==> src/rtl/alu_exec_unit.sv <==
`timescale 1ns/1ps
`default_nettype none
// +--------------------------------------------------------------------------+
// | Module      : alu_exec_unit                                              |
// | Description : RV32I-style integer ALU execute stage with a valid/ready   |
// |               handshake on both sides and a registered result.           |
// |               FSM states IDLE / BUSY / DONE.                             |
// |               Optional macro ALU_SERIAL_SHIFT_EN: shifts with a non-zero |
// |               shift amount run one bit per cycle in BUSY. Without it,    |
// |               shifts use a barrel shifter and every op is single-cycle.  |
// | Ports       : clk, rst (async, active-high)                              |
// |               in_valid / in_ready   - operation handshake                |
// |               alu_a, alu_b, alu_op  - operands, op = {funct7[5],funct3}  |
// |               out_valid / out_ready - result handshake                   |
// |               result, zero          - registered result, result == 0     |
// | Revision    : 1.0 - initial release                                      |
// +--------------------------------------------------------------------------+
module alu_exec_unit #(
  parameter int DATA_W = 32
) (
  input  logic              clk,
  input  logic              rst,
  input  logic              in_valid,
  output logic              in_ready,
  input  logic [DATA_W-1:0] alu_a,
  input  logic [DATA_W-1:0] alu_b,
  input  logic [3:0]        alu_op,
  output logic              out_valid,
  input  logic              out_ready,
  output logic [DATA_W-1:0] result,
  output logic              zero
);

  localparam logic [3:0] c_OP_ADD  = 4'b0000;
  localparam logic [3:0] c_OP_SUB  = 4'b1000;
  localparam logic [3:0] c_OP_SLL  = 4'b0001;
  localparam logic [3:0] c_OP_SLT  = 4'b0010;
  localparam logic [3:0] c_OP_SLTU = 4'b0011;
  localparam logic [3:0] c_OP_XOR  = 4'b0100;
  localparam logic [3:0] c_OP_SRL  = 4'b0101;
  localparam logic [3:0] c_OP_SRA  = 4'b1101;
  localparam logic [3:0] c_OP_OR   = 4'b0110;
  localparam logic [3:0] c_OP_AND  = 4'b0111;

  typedef enum logic [1:0] {
    IDLE = 2'd0,
    BUSY = 2'd1,
    DONE = 2'd2
  } state_t;

  state_t            r_state;
  logic [DATA_W-1:0] r_result;

  logic              w_accept;
  logic [4:0]        w_shamt;
  logic [DATA_W-1:0] w_alu_res;

`ifdef ALU_SERIAL_SHIFT_EN
  logic [4:0] r_cnt;       // remaining single-bit shift steps
  logic       r_sh_right;  // funct3[2]: 0 = left, 1 = right
  logic       r_sh_arith;  // funct7[5]: arithmetic right shift
  logic       w_is_shift;

  assign w_is_shift = (alu_op == c_OP_SLL) || (alu_op == c_OP_SRL) ||
                      (alu_op == c_OP_SRA);
`endif

  // A completing result may be consumed and replaced in the same cycle.
  assign in_ready  = (r_state == IDLE) || ((r_state == DONE) && out_ready);
  assign w_accept  = in_valid && in_ready;
  assign out_valid = (r_state == DONE);
  assign result    = r_result;
  assign zero      = ~|r_result;   // from the register, never the inputs
  assign w_shamt   = alu_b[4:0];

  // Single-cycle datapath; also the barrel shifter when shifts are parallel.
  always_comb begin
    w_alu_res = '0;
    case (alu_op)
      c_OP_ADD:  w_alu_res = alu_a + alu_b;
      c_OP_SUB:  w_alu_res = alu_a - alu_b;
      c_OP_SLL:  w_alu_res = alu_a << w_shamt;
      c_OP_SLT:  w_alu_res = {{(DATA_W-1){1'b0}}, ($signed(alu_a) < $signed(alu_b))};
      c_OP_SLTU: w_alu_res = {{(DATA_W-1){1'b0}}, (alu_a < alu_b)};
      c_OP_XOR:  w_alu_res = alu_a ^ alu_b;
      c_OP_SRL:  w_alu_res = alu_a >> w_shamt;
      c_OP_SRA:  w_alu_res = $signed(alu_a) >>> w_shamt;
      c_OP_OR:   w_alu_res = alu_a | alu_b;
      c_OP_AND:  w_alu_res = alu_a & alu_b;
      default:   w_alu_res = '0;
    endcase
  end

  always_ff @(posedge clk or posedge rst) begin
    if (rst) begin
      r_state    <= IDLE;
      r_result   <= '0;
`ifdef ALU_SERIAL_SHIFT_EN
      r_cnt      <= 5'd0;
      r_sh_right <= 1'b0;
      r_sh_arith <= 1'b0;
`endif
    end else begin
      case (r_state)
`ifdef ALU_SERIAL_SHIFT_EN
        BUSY: begin
          if (r_sh_right)
            r_result <= {r_sh_arith & r_result[DATA_W-1], r_result[DATA_W-1:1]};
          else
            r_result <= {r_result[DATA_W-2:0], 1'b0};
          r_cnt <= r_cnt - 5'd1;
          if (r_cnt == 5'd1)
            r_state <= DONE;
        end
`endif
        default: begin  // IDLE and DONE
          if (w_accept) begin
`ifdef ALU_SERIAL_SHIFT_EN
            // Load the operand unshifted; BUSY then takes shamt steps.
            if (w_is_shift && (w_shamt != 5'd0)) begin
              r_state    <= BUSY;
              r_result   <= alu_a;
              r_cnt      <= w_shamt;
              r_sh_right <= alu_op[2];
              r_sh_arith <= alu_op[3];
            end else
`endif
            begin
              r_state  <= DONE;
              r_result <= w_alu_res;
            end
          end else if ((r_state == DONE) && out_ready) begin
            r_state <= IDLE;
          end
        end
      endcase
    end
  end

endmodule
`default_nettype wire

==> config.mk <==
export PLATFORM = sky130hd
export DESIGN_NAME = alu_exec_unit
export DESIGN_NICKNAME = d
export VERILOG_FILES = /design/src/rtl/alu_exec_unit.sv
export SDC_FILE = /design/constraint.sdc
export NUM_CORES = 1
export LEC_CHECK = 0
export BUFFER_PORTS_ARGS = -buffer_cell sky130_fd_sc_hd__buf_4
export CORE_ASPECT_RATIO = 1.4
export CORE_MARGIN = 8
export CORE_UTILIZATION = 48
export DETAILED_ROUTE_END_ITERATION = 16
export MAX_ROUTING_LAYER = met4
export PLACE_DENSITY = 0.67
export SYNTH_ARGS = -nofsm -noshare
export SYNTH_HDL_FRONTEND = slang
export SYNTH_SLANG_ARGS = --single-unit
==> constraint.sdc <==
create_clock -name clk -period 2.2 [get_ports clk]
set_input_delay 0.22 -clock clk [delete_from_list [all_inputs] [get_ports clk]]
set_output_delay 0.22 -clock clk [all_outputs]
set_load 0.005 [all_outputs]
==> results.toml <==
[worst_setup_path]
critPathRequiredTime_ps = 2370
worstPathMaxFanout = 8
cp.arrival_ps = 2710
reg2reg_depth = 8
timing.rr.start = "r_state[1]$_DFFE_PP0P_"
critPathLaunchType = "primary input"
path_class = "in -> reg"
reg2reg_to = "result[25]$_DFFE_PP0P_"
rrSetupSlack_ps = 90
cp-end-kind = "flop"

[drt]
drtIter0Drc = 1793
postRouteWirelength_mm = 55.8
first_pass_iters = 8
via_per_inst = 6.74
met2WireLength_mm = 25.4
vias = 14069
final_antenna_net_count = 0
wl_met3_mm = 5.81
wire_per_inst_um = 26.7
drt-met1-wl_mm = 19.4
highest_layer = "met4"
drc = 0

[sta]
max_slew_margin_pct = 53.9
finalCritPeriodShare_pct = 116
setup_ws_ps = -341
finalHoldViolations = 0
setup_viol = 30
fmax_ghz = 0.394
period_minus_slack_ps = 2540
tns_ps = -5100
rsz0062_at_grt = "true"
whs_ps = 39.5
tightest_slew_ps = 692
skew_ps = 12.3
slew_violations = 0

[yosys]
synth-async-reset-ratio_pct = 100
yosys_warnings = 0
synthCells = 1342
ys_top_cells_by_count = "nor2_1 (163), a21oi_1 (126), nand2_1 (107)"
synth_edf_count = 0
synth_seq_cells = 33
yosysMostFrequentCell = "nor2_1"
ys_types = 86
syn_area_mm2 = 0.00996
synthTopCellsByArea = "mux4_2 (13%), ha_1 (12%), dfrtp_1 (8.3%)"
yosysSeqAreaShare_pct = 8.29
synthesis.nets = 1513
synth_ff_type = "dfrtp_1"
synth_top_area_share_pct = 12.9
yosys.area.top_type = "mux4_2"
avgSynthCellArea_um2 = 7.42

[global_route]
grt_max_degree = 63
grt_pass1_vias = 13588
grt_antenna_before_repair = 1
grt_pass1_wl_mm = 79.6
grt_overflow = 0
track_usage_pct = 41.3

[placement]
hpwl_mm = 41.6
place_ws_ps = -780
port_buffers = 106
gp_congestion = 1.09

[floorplan]
rows = 62
die_x_um = 138
core_region_area_mm2 = 0.0205
start_util_pct = 48.6
io_pins = 107
dieHeight_um = 186
die_area_mm2 = 0.0257

[clock_tree]
cts.sinks = 33
cts_made_buffers = 5
clk_pin_slew_ps = 70
hold_buffers = 0
h-tree-depth = 2
clockBufferDepth = 2
clock_latency_ps = 290
cts_root_buffer = "clkbuf_16"
cts_tree = "done"

[pwr]
max-vdd-ir-drop_v = 0.000313
p_leak_nw = 7.26
power_mw = 5.97
pwr_density_cell_mw_per_mm2 = 368

[layout]
area_delta_synth_final_pct = 62.6
drive_gt1_share_pct = 48.6
layout.nets = 2001

[min_path]
min_path_type = "in -> async"

[status]
outcome = "finished, violations left"
failed_checks = "setup timing"

[job]
cap_violations = 0
cells in the final DEF (no fill, tap or decap), types with 8 or more instances in the layout:
cell type / Yosys / final
a21oi_2: 1 / 28
a22oi_1: 15 / 11
a31oi_1: 19 / 15
a211o_1: 9 / 9
o21ai_1: 21 / 36
nor4_1: 19 / 15
ha_1: 97 / 65
xnor2_1: 21 / 17
ha_2: 0 / 8
a211oi_2: 0 / 17
dfrtp_1: 33 / 33
nand3_1: 23 / 22
nor3_1: 32 / 30
o21ai_0: 88 / 56
o21ai_2: 0 / 15
nand2_1: 107 / 102
inv_2: 2 / 12
mux4_2: 57 / 64
buf_6: 4 / 35
nand2b_1: 12 / 10
buf_4: 6 / 521
buf_12: 1 / 13
o21bai_1: 12 / 9
inv_1: 95 / 75
and2_1: 9 / 8
a21o_1: 11 / 11
nor2_1: 163 / 144
a21oi_1: 126 / 95
and3_1: 11 / 10
nor2_2: 0 / 13
mux2i_1: 34 / 25
o211ai_1: 14 / 14
or3_1: 10 / 9
nor2b_1: 15 / 14
o22ai_1: 14 / 13
ha_4: 0 / 24
worst max-delay path by stage:
stage	startpoint	to	depth (start not counted)
2_1_floorplan	alu_b[4]	result[20]$_DFFE_PP0P_	14
3_3_place_gp	alu_a[24]	result[31]$_DFFE_PP0P_	13
3_5_place_dp	alu_a[0]	result[14]$_DFFE_PP0P_	15
4_1_cts	alu_a[0]	result[24]$_DFFE_PP0P_	14
5_1_grt	alu_b[0]	result[12]$_DFFE_PP0P_	15
6_report	alu_a[9]	result[12]$_DFFE_PP0P_	15
cells by family (layout without fill, tap and decap cells):
logic type | count (synthesis) | count (layout) | share of synthesized area, %
muxes | 109 | 109 | 19.4
xor gates and xnor gates | 26 | 26 | 2.29
other | 0 | 1 | 0
DFF | 33 | 33 | 8.29
adders and majority gates | 99 | 99 | 12.6
buffers and inverters | 202 | 691 | 8.62
AOI/OAI and AO/OA | 449 | 449 | 29.3
and+or+nand+nor | 424 | 424 | 19.5
area by class of cell:
class / count / area [um2]
clock buffers: 7 / 143
flip-flops and latches: 33 / 826
well taps: 256 / 320
clock inverters: 1 / 30.0
diodes: 1 / 2.50
multi-input cells: 1107 / 9600
fillers: 1390 / 4280
repair buffers: 582 / 4820
inverters: 101 / 448
what timing repair did:
action,CTS,global route
setup endpoints to repair,31,31
gates cloned,4,1
pin swaps,74,90
resized for setup,194,163
setup buffers,20,15
hold endpoints to repair,0,0
per-layer routing:
| metal | up-vias | global-route usage [%] |
|---|---|---|
| met5 | - | - |
| met4 | 0 | 29.0 |
| met3 | 347 | 6.77 |
| met2 | 1092 | 64.1 |
| met1 | 6673 | 47.3 |
| li1 | 5957 | - |
state kept, by name, indices dropped and copies added, names as in the netlist:
name,cells
result,32
r_state,1
report_power, final:
group | total (mW) | switching, mW | internal [mW]
logic | 4.33 | 2.27 | 2.06
registers | 0.779 | 0.0944 | 0.684
clock network | 0.861 | 0.294 | 0.567
worst max-delay path, stage by stage:
cell,delay [ps]
buf_4,110
inv_1,130
ha_4,240
buf_4,170
nor4_1,410
o311a_4,330
buf_6,120
buf_4,100
buf_6,80
nor4_2,30
xnor2_1,130
a22oi_1,220
o32ai_2,130
a21oi_2,190
o21ai_1,90
stage by stage:
| step | cell area [um2] | util [%] | cells |
|---|---|---|---|
| finish | 16200 | 79.1 | 2088 |
| global route | 16200 | 79.1 | 2088 |
| CTS | 15400 | 75.1 | 2072 |
| detailed placement | 14200 | 69.2 | 2043 |
| global placement | 14200 | 69.2 | 2043 |
| floorplan | 10300 | - | 1342 |
(Power assumes the default switching activity.)
